[config.mk]
export PLATFORM = sky130hd
export DESIGN_NAME = thermal_sensor_hub_flat
export DESIGN_NICKNAME = d
export VERILOG_FILES = /design/src/rtl/thermal_pkg.sv /design/src/rtl/thermal_sensor_hub_if.sv /design/src/rtl/thermal_threshold_tracker.sv /design/src/rtl/thermal_sensor_hub.sv /design/src/flat_wrapper.sv
export SDC_FILE = /design/constraint.sdc
export NUM_CORES = 1
export LEC_CHECK = 0
export ABC_CLOCK_PERIOD_IN_PS = 16500
export CORE_ASPECT_RATIO = 0.9
export CORE_UTILIZATION = 45
export DETAILED_ROUTE_END_ITERATION = 12
export GPL_TIMING_DRIVEN = 0
export PLACE_DENSITY = 0.66
export SKIP_LAST_GASP = 1
export SYNTH_ARGS = -nofsm -noshare
export SYNTH_HDL_FRONTEND = slang
export SYNTH_HIERARCHICAL = 1
export SYNTH_SLANG_ARGS = --single-unit
export TNS_END_PERCENT = 20
[constraint.sdc]
create_clock -name clk -period 16.5 [get_ports clk]
set_input_delay 2.475 -clock clk [delete_from_list [all_inputs] [get_ports clk]]
set_output_delay 2.475 -clock clk [all_outputs]
set_load 0.03 [all_outputs]
[src/rtl/thermal_pkg.sv]
// Shared types and constants for the thermal sensor hub and the power manager
// that consumes its outputs.
package thermal_pkg;

  localparam int TEMP_W = 16;

  typedef logic [TEMP_W-1:0] temp_t;

  typedef enum logic [2:0] {
    IDLE,
    REQ,
    WAIT,
    UPD,
    END,
    GAP
  } state_e;

  localparam temp_t DEFAULT_WARN_THRESHOLD = 16'h5000;
  localparam temp_t DEFAULT_CRIT_THRESHOLD = 16'h5800;
  localparam temp_t DEFAULT_HYST           = 16'h0200;

endpackage

[src/rtl/thermal_sensor_hub_if.sv]
// Request/valid handshake between the hub (master) and the on-die sensor mux (slave).
interface thermal_sensor_hub_if #(
  parameter int NUM_DOMAINS = 8,
  parameter int TEMP_W      = 16
) ();

  logic                           sens_req;
  logic [$clog2(NUM_DOMAINS)-1:0] sens_sel;
  logic                           sens_valid;
  logic [TEMP_W-1:0]              sens_data;

  modport master (
    output sens_req,
    output sens_sel,
    input  sens_valid,
    input  sens_data
  );

  modport slave (
    input  sens_req,
    input  sens_sel,
    output sens_valid,
    output sens_data
  );

endinterface

[src/rtl/thermal_threshold_tracker.sv]
// Persistence counter plus hysteresis flag, evaluated once per scan on the hottest temperature.
module thermal_threshold_tracker #(
  parameter int                TEMP_W  = 16,
  parameter int                PERSIST = 4,
  parameter logic [TEMP_W-1:0] HYST    = 16'h0200
) (
  input  logic              clk,
  input  logic              rst_n,
  input  logic              eval_i,
  input  logic [TEMP_W-1:0] value_i,
  input  logic [TEMP_W-1:0] threshold_i,
  output logic              flag_o
);

  localparam int CNT_W = $clog2(PERSIST + 1);

  logic [CNT_W-1:0]  cnt_q, cnt_d;
  logic              flag_q, flag_d;
  logic [TEMP_W-1:0] clear_level;

  assign clear_level = (threshold_i > HYST) ? (threshold_i - HYST) : '0;

  always_comb begin
    cnt_d  = cnt_q;
    flag_d = flag_q;
    if (value_i > threshold_i) begin
      if (cnt_q != CNT_W'(PERSIST)) begin
        cnt_d = cnt_q + 1'b1;
      end
      if (cnt_d == CNT_W'(PERSIST)) begin
        flag_d = 1'b1;
      end
    end else if (value_i < clear_level) begin
      cnt_d  = '0;
      flag_d = 1'b0;
    end else begin
      // Inside the hysteresis band the flag holds but the run of hot scans is broken.
      cnt_d = '0;
    end
  end

  always_ff @(posedge clk or negedge rst_n) begin
    if (!rst_n) begin
      cnt_q  <= '0;
      flag_q <= 1'b0;
    end else if (eval_i) begin
      cnt_q  <= cnt_d;
      flag_q <= flag_d;
    end
  end

  assign flag_o = flag_q;

endmodule

[src/rtl/thermal_sensor_hub.sv]
// Round-robin thermal sensor scanner with per-domain IIR filtering, hottest-domain
// selection, qualified warning/emergency flags and sensor timeout detection.
module thermal_sensor_hub
  import thermal_pkg::*;
#(
  parameter int                NUM_DOMAINS     = 8,
  parameter int                TEMP_W          = 16,
  parameter int                SAMPLE_INTERVAL = 64,
  parameter int                FILTER_SHIFT    = 2,
  parameter int                PERSIST         = 4,
  parameter logic [TEMP_W-1:0] HYST            = TEMP_W'(DEFAULT_HYST),
  parameter int                TIMEOUT         = 32
) (
  input  logic                                   clk,
  input  logic                                   rst_n,
  input  logic                                   enable,
  thermal_sensor_hub_if.master                   sens,
  input  logic [TEMP_W-1:0]                      temp_threshold_warning,
  input  logic [TEMP_W-1:0]                      temp_threshold_critical,
  output logic [NUM_DOMAINS-1:0][TEMP_W-1:0]     temperature,
  output logic [TEMP_W-1:0]                      temp_max,
  output logic [$clog2(NUM_DOMAINS)-1:0]         temp_max_idx,
  output logic                                   thermal_warning,
  output logic                                   thermal_emergency,
  output logic [NUM_DOMAINS-1:0]                 sensor_fault,
  output logic                                   scan_done
);

  localparam int SEL_W  = $clog2(NUM_DOMAINS);
  localparam int WCNT_W = $clog2(TIMEOUT + 1);
  localparam int GCNT_W = $clog2(SAMPLE_INTERVAL + 1);

  state_e                            state_q;
  logic [SEL_W-1:0]                  sel_q;
  logic [WCNT_W-1:0]                 wait_cnt_q;
  logic [GCNT_W-1:0]                 gap_cnt_q;
  logic                              got_q;
  logic [TEMP_W-1:0]                 sample_q;
  logic [NUM_DOMAINS-1:0]            primed_q;
  logic [NUM_DOMAINS-1:0][TEMP_W-1:0] temp_q;
  logic [NUM_DOMAINS-1:0]            fault_q;
  logic                              req_q;
  logic [TEMP_W-1:0]                 max_q, max_d;
  logic [SEL_W-1:0]                  idx_q, idx_d;
  logic                              all_fault_q, all_fault_d;
  logic                              scan_done_q;
  logic                              warn_flag, crit_flag;
  logic                              eval_end;

  logic signed [TEMP_W:0]            diff;
  logic [TEMP_W-1:0]                 filtered;

  // Extra sign bit keeps sample - temp exact; the shifted step always lands back in range.
  assign diff     = $signed({1'b0, sample_q}) - $signed({1'b0, temp_q[sel_q]});
  assign filtered = primed_q[sel_q] ? (temp_q[sel_q] + TEMP_W'(diff >>> FILTER_SHIFT))
                                    : sample_q;

  always_comb begin
    logic any_ok;
    any_ok = 1'b0;
    max_d  = '0;
    idx_d  = '0;
    for (int i = 0; i < NUM_DOMAINS; i++) begin
      if (!fault_q[i] && (!any_ok || temp_q[i] > max_d)) begin
        max_d  = temp_q[i];
        idx_d  = SEL_W'(i);
        any_ok = 1'b1;
      end
    end
    all_fault_d = !any_ok;
    if (!any_ok) begin
      max_d = '1;
      idx_d = '0;
    end
  end

  always_ff @(posedge clk or negedge rst_n) begin
    if (!rst_n) begin
      state_q     <= IDLE;
      sel_q       <= '0;
      wait_cnt_q  <= '0;
      gap_cnt_q   <= '0;
      got_q       <= 1'b0;
      sample_q    <= '0;
      primed_q    <= '0;
      temp_q      <= '0;
      fault_q     <= '0;
      req_q       <= 1'b0;
      max_q       <= '0;
      idx_q       <= '0;
      all_fault_q <= 1'b0;
      scan_done_q <= 1'b0;
    end else begin
      req_q       <= 1'b0;
      scan_done_q <= 1'b0;
      case (state_q)
        IDLE: begin
          if (enable) begin
            sel_q   <= '0;
            req_q   <= 1'b1;
            state_q <= REQ;
          end
        end
        REQ: begin
          wait_cnt_q <= '0;
          got_q      <= 1'b0;
          state_q    <= WAIT;
        end
        WAIT: begin
          if (sens.sens_valid) begin
            sample_q <= sens.sens_data;
            got_q    <= 1'b1;
            state_q  <= UPD;
          end else if (wait_cnt_q == WCNT_W'(TIMEOUT - 1)) begin
            state_q <= UPD;
          end else begin
            wait_cnt_q <= wait_cnt_q + 1'b1;
          end
        end
        UPD: begin
          if (got_q) begin
            temp_q[sel_q]   <= filtered;
            primed_q[sel_q] <= 1'b1;
            fault_q[sel_q]  <= 1'b0;
          end else begin
            fault_q[sel_q]  <= 1'b1;
          end
          if (sel_q == SEL_W'(NUM_DOMAINS - 1)) begin
            state_q <= END;
          end else begin
            sel_q   <= sel_q + 1'b1;
            req_q   <= 1'b1;
            state_q <= REQ;
          end
        end
        END: begin
          max_q       <= max_d;
          idx_q       <= idx_d;
          all_fault_q <= all_fault_d;
          scan_done_q <= 1'b1;
          sel_q       <= '0;
          gap_cnt_q   <= '0;
          state_q     <= GAP;
        end
        GAP: begin
          if (!enable) begin
            state_q <= IDLE;
          end else if (gap_cnt_q == GCNT_W'(SAMPLE_INTERVAL - 1)) begin
            req_q   <= 1'b1;
            state_q <= REQ;
          end else begin
            gap_cnt_q <= gap_cnt_q + 1'b1;
          end
        end
        default: state_q <= IDLE;
      endcase
    end
  end

  assign eval_end = (state_q == END);

  thermal_threshold_tracker #(
    .TEMP_W (TEMP_W),
    .PERSIST(PERSIST),
    .HYST   (HYST)
  ) u_warn_tracker (
    .clk        (clk),
    .rst_n      (rst_n),
    .eval_i     (eval_end),
    .value_i    (max_d),
    .threshold_i(temp_threshold_warning),
    .flag_o     (warn_flag)
  );

  thermal_threshold_tracker #(
    .TEMP_W (TEMP_W),
    .PERSIST(PERSIST),
    .HYST   (HYST)
  ) u_crit_tracker (
    .clk        (clk),
    .rst_n      (rst_n),
    .eval_i     (eval_end),
    .value_i    (max_d),
    .threshold_i(temp_threshold_critical),
    .flag_o     (crit_flag)
  );

  assign sens.sens_req     = req_q;
  assign sens.sens_sel     = sel_q;
  assign temperature       = temp_q;
  assign temp_max          = max_q;
  assign temp_max_idx      = idx_q;
  assign thermal_warning   = warn_flag;
  // With every sensor silent the power manager must assume the worst for that scan.
  assign thermal_emergency = crit_flag | all_fault_q;
  assign sensor_fault      = fault_q;
  assign scan_done         = scan_done_q;

endmodule

[src/flat_wrapper.sv]
// flat-port wrapper written by rule: the top's interface ports become plain ports
module thermal_sensor_hub_flat import thermal_pkg::*;
#(
  parameter int                NUM_DOMAINS     = 8,
  parameter int                TEMP_W          = 16,
  parameter int                SAMPLE_INTERVAL = 64,
  parameter int                FILTER_SHIFT    = 2,
  parameter int                PERSIST         = 4,
  parameter logic [TEMP_W-1:0] HYST            = TEMP_W'(DEFAULT_HYST),
  parameter int                TIMEOUT         = 32
)
  (clk, rst_n, enable, temp_threshold_warning, temp_threshold_critical, temperature, temp_max, temp_max_idx, thermal_warning, thermal_emergency, sensor_fault, scan_done, sens_sens_req, sens_sens_sel, sens_sens_valid, sens_sens_data);
  thermal_sensor_hub_if #(.NUM_DOMAINS(NUM_DOMAINS), .TEMP_W(TEMP_W)) sens_i ();
  input  logic clk;
  input  logic rst_n;
  input  logic enable;
  input  logic [TEMP_W-1:0] temp_threshold_warning;
  input  logic [TEMP_W-1:0] temp_threshold_critical;
  output logic [NUM_DOMAINS-1:0][TEMP_W-1:0] temperature;
  output logic [TEMP_W-1:0] temp_max;
  output logic [$clog2(NUM_DOMAINS)-1:0] temp_max_idx;
  output logic thermal_warning;
  output logic thermal_emergency;
  output logic [NUM_DOMAINS-1:0] sensor_fault;
  output logic scan_done;
  output wire logic [$bits(sens_i.sens_req)-1:0] sens_sens_req;
  output wire logic [$bits(sens_i.sens_sel)-1:0] sens_sens_sel;
  input wire logic [$bits(sens_i.sens_valid)-1:0] sens_sens_valid;
  input wire logic [$bits(sens_i.sens_data)-1:0] sens_sens_data;
  assign sens_sens_req = sens_i.sens_req;
  assign sens_sens_sel = sens_i.sens_sel;
  assign sens_i.sens_valid = sens_sens_valid;
  assign sens_i.sens_data = sens_sens_data;
  thermal_sensor_hub #(.NUM_DOMAINS(NUM_DOMAINS), .TEMP_W(TEMP_W), .SAMPLE_INTERVAL(SAMPLE_INTERVAL), .FILTER_SHIFT(FILTER_SHIFT), .PERSIST(PERSIST), .HYST(HYST), .TIMEOUT(TIMEOUT)) u_core (.clk(clk), .rst_n(rst_n), .enable(enable), .sens(sens_i), .temp_threshold_warning(temp_threshold_warning), .temp_threshold_critical(temp_threshold_critical), .temperature(temperature), .temp_max(temp_max), .temp_max_idx(temp_max_idx), .thermal_warning(thermal_warning), .thermal_emergency(thermal_emergency), .sensor_fault(sensor_fault), .scan_done(scan_done));
endmodule
; ---- After elaboration in Yosys (flattened, before gate mapping)
; Cells that the tools add are included.
[word_totals]
word_cells = 195
register_bits = 210
input_bits = 52
[op_classes]
eq_ne = 23
n_reduce_logical = 44
bitwise = 5
n_mux = 74
addsub = 9
magnitude_cmp = 15
[ops]
columns = operator, n
row1 = 2-to-1 mux 16 bit, 14
row2 = greater-than comparator 16 bit, 9
row3 = bitwise mux 128 bit, 1
row4 = 2-to-1 mux 3 bit, 19
row5 = binary-select mux 16 bit (select 3 bit), 1
row6 = demux 16 bit (select 3 bit), 1
row7 = "greater-than comparator 16 x 10 -> 1 bit, second input constant", 2
row8 = less-than comparator 16 bit, 2
row9 = "subtractor 16 x 10 -> 16 bit, second input constant", 2
row10 = 2-to-1 mux 1 bit, 23
row11 = one-hot mux 3 bit (6 select lines), 1
row12 = AND reduction 3 bit, 6
row13 = subtractor 16 x 16 -> 17 bit, 1
row14 = adder 16 bit, 1
row15 = bitwise OR 8 bit, 2
row16 = "== test 3 bit, second input constant", 5
row17 = zero test 1 bit, 14
row18 = 2-to-1 mux 7 bit, 2
row19 = "!= test 2 bit, second input constant", 7
row20 = one-hot mux 7 bit (2 select lines), 1
row21 = 2-to-1 mux 6 bit, 2
row22 = one-hot mux 6 bit (2 select lines), 1
row23 = "adder 3 x 1 -> 3 bit, second input constant", 3
row24 = one-hot mux 3 bit (3 select lines), 1
row25 = other kinds (26), 49

; ---- Logic depth before layout (Yosys ltp)
; Gate-level depths: netlist (run 1).
[logic_depth]
ltp_word = 35
mapped_depth = 90
ltp_nobuf = 78

; ---- By module
; Netlist (run 1), hierarchy kept.
[modules_own_cells]
columns = module, cells_per_inst, area_each_um2, n_inst, seq_area_each_um2
row1 = thermal_sensor_hub, 1662, 14308.7, 1, 5054.8
row2 = thermal_threshold_tracker at u_core.u_warn_tracker, 154, 1147.4, 1, 100.1
row3 = thermal_threshold_tracker at u_core.u_crit_tracker, 151, 1124.8, 1, 100.1

; ---- Worst setup path after synthesis (run 1)
; No wires, ideal clock.
[synth_timing]
path_type = reg-to-reg
from = register (tool-made name)
to = register u_core.u_warn_tracker.cnt_q[2]
t_required_ps = 16413
setup_slack_ps = -148
setup_ps = 87
n_path_buf = 14
stages_incl_launch_ff = 85
arrival_ps = 16561
path_cell_list = dfrtp_1 -> buf_2 -> clkinv_1 -> clkbuf_1 -> nand2_1 -> ha_1 -> nor2b_1 -> o21a_1 -> o21a_1 -> o21bai_1 -> a21oi_1 -> o31a_1 -> clkbuf_1 -> buf_2 -> a22oi_1 -> ha_1 -> and3_1 -> a221o_1 -> [... 49 more ...] -> a21o_1 -> a21oi_1 -> o21a_1 -> o211a_1 -> a21o_1 -> a21oi_1 -> clkbuf_1 -> nor2_1 -> clkbuf_1 -> a22oi_1 -> nand4_1 -> ha_1 -> nand4_1 -> or3_1 -> a21oi_2 -> nor4_1 -> or2_4 -> a211oi_2
[synth_rtl]
columns = element, line_no
row1 = end signal: assignment, thermal_threshold_tracker.sv:47  ; cnt_q <= cnt_d;
row2 = end: declaration, thermal_threshold_tracker.sv:17  ; logic [CNT_W-1:0] cnt_q, cnt_d;

==> results of run 1 <==
-- cells in the mapped netlist, types with 32 or more instances --
master	number
o21a_1	37
o22ai_1	33
ha_1	214
inv_1	75
o21ai_0	156
a22oi_1	59
a21o_1	69
clkbuf_1	68
a31oi_1	35
nand4_1	54
dfrtp_1	210
nand2_1	264
a21oi_1	118
nand3_1	32
nor2_1	173
-- sequential cells by signal (all words and copies together) (netlist names), named ones only --
name                          flops
u_core/temperature              128
u_core/sample_q                  16
u_core/temp_max                  16
u_core/primed_q                   8
u_core/gap_cnt_q                  7
u_core/wait_cnt_q                 6
u_core/sens.sens_sel              3
u_core/state_q                    3
u_core/temp_max_idx               3
u_core/u_crit_tracker/cnt_q       3
u_core/u_warn_tracker/cnt_q       3
u_core/all_fault_q                1
u_core/got_q                      1
u_core/scan_done                  1
u_core/sens.sens_req              1
u_core/u_crit_tracker/flag_o      1
u_core/u_warn_tracker/flag_o      1
-- routing by layer --
metal | vias up | part of all wire
met1 | 8633 | 0.44
met5 | - | 0
li1 | 7970 | -
met3 | 146 | 0.11
met2 | 1089 | 0.42
met4 | 0 | 0.032
-- kinds of logic (layout without fill, tap and decap cells) --
logic type                 count (synthesis)  count (layout)  share of synthesized area
AOI/OAI and AO/OA                        617             617                     0.2461
DFF                                      210             210                     0.3169
and+or+nand+nor                          707             707                     0.2023
other                                      0               1                          0
muxes                                     28              28                    0.01841
buffers and inverters                    157             514                    0.03614
adders and majority gates                215             215                     0.1627
xor gates and xnor gates                  33              33                    0.01743
-- metrics by stage --
step	util	hold WS [ns]	cells
floorplan	-	0.4350	1967
global placement	0.5331	0.4526	2656
detailed placement	0.5340	0.4535	2657
CTS	0.5940	0.4728	2783
global route	0.6082	0.4965	2800
finish	0.6082	0.4734	2801
-- timing repair --
item / 4_1_cts / 5_1_grt
setup buffers: 79 / 16
resized for setup: 153 / 82
setup endpoints to repair: 27 / 8
pin swaps: 70 / 65
gates cloned: 5 / 2
-- worst reg2reg max path: cells and delay by family, from the launching register on --
kind,cells,cell delay (ns)
compound gates,41,8.24
fa+ha+maj,8,2.18
simple gates,19,3.49
flops,1,0.39
buf+inv,17,2.50
-- cell usage in the layout (no fill, tap or decap), drive strengths merged, types with 13 or more instances in the layout --
cell / n
a21oi: 119
o41a: 15
nand4: 54
nor4: 21
nand2: 264
a211oi: 14
xor2: 13
a21o: 69
inv: 76
a31oi: 35
a22oi: 59
or3: 23
o21a: 37
nor2: 173
o22ai: 33
clkdlybuf4s50: 212
and2: 26
nand2b: 18
clkbuf: 96
nor2b: 23
mux2: 20
or4: 15
o211a: 16
ha: 214
nor3: 23
dfrtp: 210
xnor2: 20
buf: 117
nand3: 32
o21ai: 159
-- cell type report --
cell class	instances	share of cell area
clock inverter	12	0.006980
buffer	78	0.02253
timing repair buffer	316	0.1381
sequential	210	0.2383
multi-input combinational	1600	0.5226
antenna	1	0.0001135
clock buffer	31	0.03076
tap	476	0.02701
inverter	77	0.01368
-- worst paths after layout --
path	slack, ns	startpoint	cells after the start	endpoint
min	0.47	u_core/primed_q[3]	1	u_core/primed_q[3]
max reg2reg	-0.46	flop	85	u_core/u_crit_tracker/flag_o
min in group asynchronous	1.99	rst_n	1	u_core/sample_q[1]
max in group asynchronous	13.46	rst_n	2	u_core/temperature[123]
min reg2reg	0.47	u_core/primed_q[3]	1	u_core/primed_q[3]
max	-0.46	flop	85	u_core/u_crit_tracker/flag_o
==> flow_metrics.tcl, run 1 <==
set metrics [dict create \
    drive_above_1_share 0.1411 \
    crit_slowest_cell "a211oi_4" \
    clockRootBuffer "clkbuf_16" \
    routedWlPerCell_um 25.14 \
    violations "negative setup slack" \
    status "complete, but fails checks" \
    synth_cells 1967 \
    drc 0 \
    end_kind "flop" \
    grtUsageMet3 0.07603 \
    post-route-period-util 1.028 \
    syn_nets 2234 \
    multiInputGateArea_mm2 0.01152 \
    layout.area.seq_mm2 0.005255 \
    std_cell_rows 66 \
    fin_worst_skew_ns 0.01026 \
    use_met2 0.5439 \
    place_congestion 0.9794 \
    drt_iter0_drc 2364 \
    grt_pass1_wl_um 103700 \
    slowest_delay_ns 0.45 \
    slew_headroom 0.1910 \
    crit_family "compound AO/OA/AOI/OAI gates" \
    finalNetCount 2574 \
    hold_buffers 0 \
    cp_data_required_time_ns 16.92 \
    synth_top_flop_cell "dfrtp_1" \
    htreeDepth 1 \
    start_kind "flop" \
    grtUsageMet1 0.5329 \
    overflow 0 \
    netlist.area_leader.share 0.3169 \
    routed_wl_um 70430 \
    die_height_um 184.1 \
    yosysUniqueCellTypes 83 \
    vias_per_cell 6.368 \
    synth_top_cell_by_area "dfrtp_1" \
    tns_ns -2.896 \
    synth_area_mm2 0.01658 \
    finalCriticalPeriod_ns 16.96 \
    fillers 3192 \
    ys_ff_latch 210 \
    start_util 0.4574 \
    fp.dieW_um 204.3 \
    drv_slew 0 \
    hold_violations 0 \
    vias 17840 \
    cts_buffers 24 \
    ys_seq_area_frac 0.3169 \
    cp_num_buf_inv 17 \
    clk_pin_slew_ns 0.07 \
    ys_warn_count 6 \
    worstPathArrival_ns 17.38 \
    cap_violations 0 \
    cts_tree "built" \
    clock_path_buffers 3 \
    gr-max-usage-layer "met2" \
    hold_path_class "flop to flop" \
    cp_max_fo 10 \
    fmax_mhz 58.98 \
    grt_usage 0.3679 \
    die_area_mm2 0.03762 \
    dp_slack_ns -4.716 \
    fin_ws_ns -0.4557 \
    insertion_delay_ns 0.55 \
    avgSynthCellArea_um2 8.430 \
    areaGrowthSynthToFinish_pct 32.98 \
    synth-edff-count 0 \
    rsz0062_at_grt "yes" \
    cts.sinks 210 \
    setup-violations-final 8 \
    dp_hpwl_um 53410 \
    fin_area_mm2 0.02205 \
    crit_top_cell "o21a_1" \
    drt_pass1_iterations 6 \
    synth.area.top_cells "dfrtp_1, ha_1, nand2_1, o21ai_0, nor2_1" \
    worst_slew_pin_slew_ns 1.180 \
    grt_max_degree 108 \
    antenna_found_initial 1 \
    io_buffers 213 \
    path_class "flop to flop" \
    ioPinCount 214 \
    first_global_vias 16730 \
    postRouteAntennaNets 0 \
    coreArea_mm2 0.03625 \
    dpl_cell_area_mm2 0.01936 \
    async_flop_share 1.000 \
]
Power of run 1 is not shown: default switching activity piles up to over one toggle a cycle in this logic, so the estimate is an artifact.
==> run 2: changes to the inputs <==
- REMOVE_ABC_BUFFERS: default -> 1
- SETUP_SLACK_MARGIN: default -> 0.2
==> flow_metrics.tcl, run 2 (synthesis gave the netlist of run 1 again) <==
set metrics [dict create \
    vias 17670 \
    drc 0 \
    areaGrowthSynthToFinish_pct 29.70 \
    hold_path_class "flop to flop" \
    cap_violations 0 \
    layout_common_cells "nand2_1, clkdlybuf4s50_1, dfrtp_1" \
    drv_slew 0 \
    std_cell_rows 66 \
    dpl_cell_area_mm2 0.01910 \
    cts_tree "built" \
    slew_headroom 0.1148 \
    routedWlPerCell_um 24.34 \
    die_area_mm2 0.03762 \
    place_congestion 0.9409 \
    routed_wl_um 66640 \
    ioPinCount 214 \
    crit_slowest_cell "dfrtp_2" \
    start_util 0.4574 \
    die_height_um 184.1 \
    drt_iter0_drc 1880 \
    end_kind "flop" \
    largest_reg_flops 128 \
    fmax_mhz 60.14 \
    coreArea_mm2 0.03625 \
    fin_ws_ns -0.1267 \
    diodes 0 \
    clock_path_buffers 3 \
    drive_above_1_share 0.1286 \
    final_util 0.5932 \
    start_kind "flop" \
    min_path_cells 1 \
    worstPathArrival_ns 17.10 \
    hold_violations 0 \
    fin_worst_skew_ns 0.01333 \
    reg2reg_depth 74 \
    antenna_found_initial 0 \
    fillers 3246 \
    dp_slack_ns -5.320 \
    worst_slew_pin_slew_ns 1.325 \
    vias_per_cell 6.453 \
    layout.area.seq_mm2 0.005256 \
    fp.dieW_um 204.3 \
    drt_pass1_iterations 8 \
    cp_max_fo 15 \
    grt_pass1_wl_um 97010 \
    multiInputGateArea_mm2 0.01143 \
    cts_buffers 24 \
    fin_area_mm2 0.02151 \
    htreeDepth 1 \
    post-route-period-util 1.008 \
    postRouteAntennaNets 0 \
    io_buffers 213 \
    tns_ns -0.3462 \
    rsz0062_at_grt "yes" \
    crit_top_cell "ha_1" \
    clk_pin_slew_ns 0.07 \
    insertion_delay_ns 0.56 \
    final_common_cell "nand2_1" \
    finalCriticalPeriod_ns 16.63 \
    grt_max_degree 110 \
    overflow 0 \
    cp_data_required_time_ns 16.97 \
    finalNetCount 2511 \
    status "complete, but fails checks" \
    clockRootBuffer "clkbuf_16" \
    grt_usage 0.3394 \
    setup-violations-final 5 \
    violations "negative setup slack" \
    slowest_delay_ns 0.53 \
    cts.sinks 210 \
    path_class "flop to flop" \
    dp_hpwl_um 47130 \
    first_global_vias 16280 \
]
## run 2: cell types whose count changed in the layout (fill, tap and decap cells not counted), sizes merged, moves of 2 or more
cell and delta:
buf -12, clkbuf -66, clkinv +6, inv +3, nand2 +2
## run 2: path summary, 6_finish.rpt
path	slack, ns	startpoint	end
min in group asynchronous	1.94	rst_n	u_core/temperature[1]
max reg2reg	-0.13	flop	u_core/u_warn_tracker/cnt_q[2]
min	0.48	u_core/primed_q[6]	u_core/primed_q[6]
max in group asynchronous	13.51	rst_n	asynchronous set/reset pin
max	-0.13	flop	u_core/u_warn_tracker/cnt_q[2]
min reg2reg	0.48	u_core/primed_q[6]	u_core/primed_q[6]
## run 2: stage by stage
step           cells  hold slack (ns)
2_1_floorplan   1887           0.4350
3_3_place_gp    2576           0.4493
3_5_place_dp    2579           0.4527
4_1_cts         2677           0.4718
5_1_grt         2738           0.4809
6_report        2738           0.4761
## run 2: metal layers
layer | share of wire | vias to the layer above | track usage
met2 | 0.43 | 1054 | 0.5226
li1 | - | 7875 | -
met3 | 0.10 | 183 | 0.05941
met5 | 0 | - | 0
met4 | 0.040 | 0 | 0.1179
met1 | 0.43 | 8555 | 0.4769
## run 2: final cells by class
cell class                 count  area share
timing repair buffer         320      0.1441
clock inverter                17    0.007738
sequential                   210      0.2444
timing repair inverter         2   0.0006982
clock buffer                  27     0.02990
multi-input combinational   1609      0.5317
tap                          476     0.02769
inverter                      77     0.01379
## run 2: what timing repair did
action                                  CTS  global route
pin swaps                                23            69
hold buffers                              0             0
gates resized for setup                  48            79
buffers inserted                         46            55
endpoints found under the setup margin   27             8
cloned                                    8             5
## run 2: critical path, delay by kind of cell (launching register included)
kind,cells,cell delay [ns]
DFF,1,0.53
and+or+nand+nor,25,4.83
buffers and inverters,10,1.60
AOI/OAI and AO/OA,31,7.19
adders and majority gates,8,2.31
Power of run 2 is left out for the same reason.
==> run 3: changes to the inputs <==
- CAP_MARGIN: default -> 20
- CORE_UTILIZATION: 45 -> 52
- PLACE_DENSITY: 0.66 -> 0.75
- SETUP_SLACK_MARGIN: 0.2 -> 0.05
==> flow_metrics.tcl, run 3 (synthesis gave the netlist of run 1 again) <==
set metrics [dict create \
    status "complete, but fails checks" \
    violations "negative setup slack" \
    postRouteAntennaNets 0 \
    setup-violations-final 8 \
    hp-start "u_core/primed_q[4]" \
    multiInputGateArea_mm2 0.01132 \
    cp_max_fo 22 \
    routed_wl_um 63410 \
    fp.dieW_um 190.2 \
    cts.sinks 210 \
    drv_slew 0 \
    finalNetCount 2490 \
    htreeDepth 1 \
    die_height_um 171.4 \
    cp_num_buf_inv 13 \
    fin_worst_skew_ns 0.03055 \
    clk_pin_slew_ns 0.06 \
    crit_family "compound AO/OA/AOI/OAI gates" \
    largest_reg_flops 128 \
    grt_max_degree 115 \
    slew_headroom 0.1523 \
    final_common_cell "nand2_1" \
    min_path_cells 1 \
    slowest_delay_ns 0.49 \
    insertion_delay_ns 0.56 \
    worst_slew_pin_slew_ns 1.269 \
    reg2reg_depth 81 \
    std_cell_rows 61 \
    crit_slowest_cell "dfrtp_2" \
    post-route-period-util 1.010 \
    hold_path_class "flop to flop" \
    hold_violations 0 \
    place_congestion 0.9935 \
    path_class "flop to flop" \
    min_to "u_core/primed_q[4]" \
    tns_ns -0.9774 \
    fmax_mhz 60.03 \
    cts_buffers 24 \
    coreArea_mm2 0.03114 \
    fillers 2527 \
    dp_hpwl_um 45500 \
    overflow 0 \
    drive_above_1_share 0.1138 \
    ioPinCount 214 \
    routedWlPerCell_um 23.93 \
    crit_top_cell "ha_1" \
    hold_slack_ns 0.4755 \
    drt_iter0_drc 2426 \
    cts_tree "built" \
    layout_common_cells "nand2_1, clkdlybuf4s50_1, ha_1" \
    clock_path_buffers 3 \
    cp_data_required_time_ns 16.91 \
    final_cells 2650 \
    drt_pass1_iterations 7 \
    start_util 0.5325 \
    fin_ws_ns -0.1574 \
    diodes 0 \
    drc 0 \
    start_kind "flop" \
    end_kind "flop" \
    clockRootBuffer "clkbuf_16" \
    grt_usage 0.3727 \
    finalCriticalPeriod_ns 16.66 \
    worstPathArrival_ns 17.06 \
    rsz0062_at_grt "yes" \
    place_inst 2517 \
    areaGrowthSynthToFinish_pct 28.65 \
    vias_per_cell 6.663 \
    first_global_vias 16160 \
    layout.area.seq_mm2 0.005256 \
    antenna_found_initial 0 \
    io_buffers 213 \
    cap_violations 0 \
    rrSetupSlack_ns -0.16 \
    grt_pass1_wl_um 92980 \
    die_area_mm2 0.03261 \
    r2r_end "u_core/u_warn_tracker/flag_o" \
    vias 17660 \
]
-- run 3: cell types whose count changed in the layout (fill, tap and decap cells not counted), moves of 5 or more --
cell,change
nand2_1,+5
a21oi_2,-5
nand2_2,-6
buf_16,+5
clkbuf_8,+5
buf_4,-26
buf_6,+6
-- run 3: repair_timing --
action,in CTS,in global routing
gates resized for setup,51,70
pin swaps,25,47
setup endpoints to repair,27,8
setup buffers,46,29
hold buffers,0,0
gates cloned,6,4
-- run 3: routing by layer --
metal | wire length [um] | part of all wire | global-route usage | vias to the layer above
met4 | 2398 | 0.038 | 0.1252 | 2
met3 | 6953 | 0.11 | 0.07345 | 202
met5 | 60 | 0.00095 | 0 | -
met2 | 27990 | 0.44 | 0.5862 | 1176
li1 | - | - | - | 7814
met1 | 26000 | 0.41 | 0.5123 | 8464
-- run 3: worst max path at each step --
stage | startpoint | endpoint | slack (ns) | depth (start not counted)
after floorplan | flop | u_core/u_warn_tracker/cnt_q[2] | -2.34 | 73
after global placement | flop | u_core/u_crit_tracker/flag_o | -7.35 | 71
after detailed placement | flop | u_core/u_crit_tracker/cnt_q[0] | -4.52 | 75
after CTS | flop | u_core/u_warn_tracker/cnt_q[2] | 0.06 | 79
after global routing | flop | u_core/u_warn_tracker/flag_o | -0.59 | 81
final | flop | u_core/u_warn_tracker/flag_o | -0.16 | 81
-- run 3: cell type report --
class                   instances  share of cell area
clock buffers                  32             0.03238
clock inverters                12            0.007566
inverters                      77             0.01378
multi-input cells            1606              0.5308
flip-flops and latches        210              0.2464
well taps                     409             0.02399
repair buffers                303              0.1449
repair inverters                1           0.0002346
-- run 3: worst reg2reg max path: cells and delay by family (launching register included) --
kind                       cells  cell delay [ns]
adders and majority gates      8             2.43
DFF                            1             0.49
and+or+nand+nor               22             4.32
AOI/OAI and AO/OA             38             7.28
buffers and inverters         13             1.96
-- run 3: stage by stage --
stage               worst slack (ns)  utilization  cell area [um^2]
global route                 -0.5923       0.6850             21330
finish                       -0.1574       0.6850             21330
CTS                          0.05707       0.6618             20610
detailed placement            -4.516       0.6140             19120
floorplan                     -2.336            -             16270
global placement              -7.352       0.6074             18910
Power of run 3 is left out for the same reason.
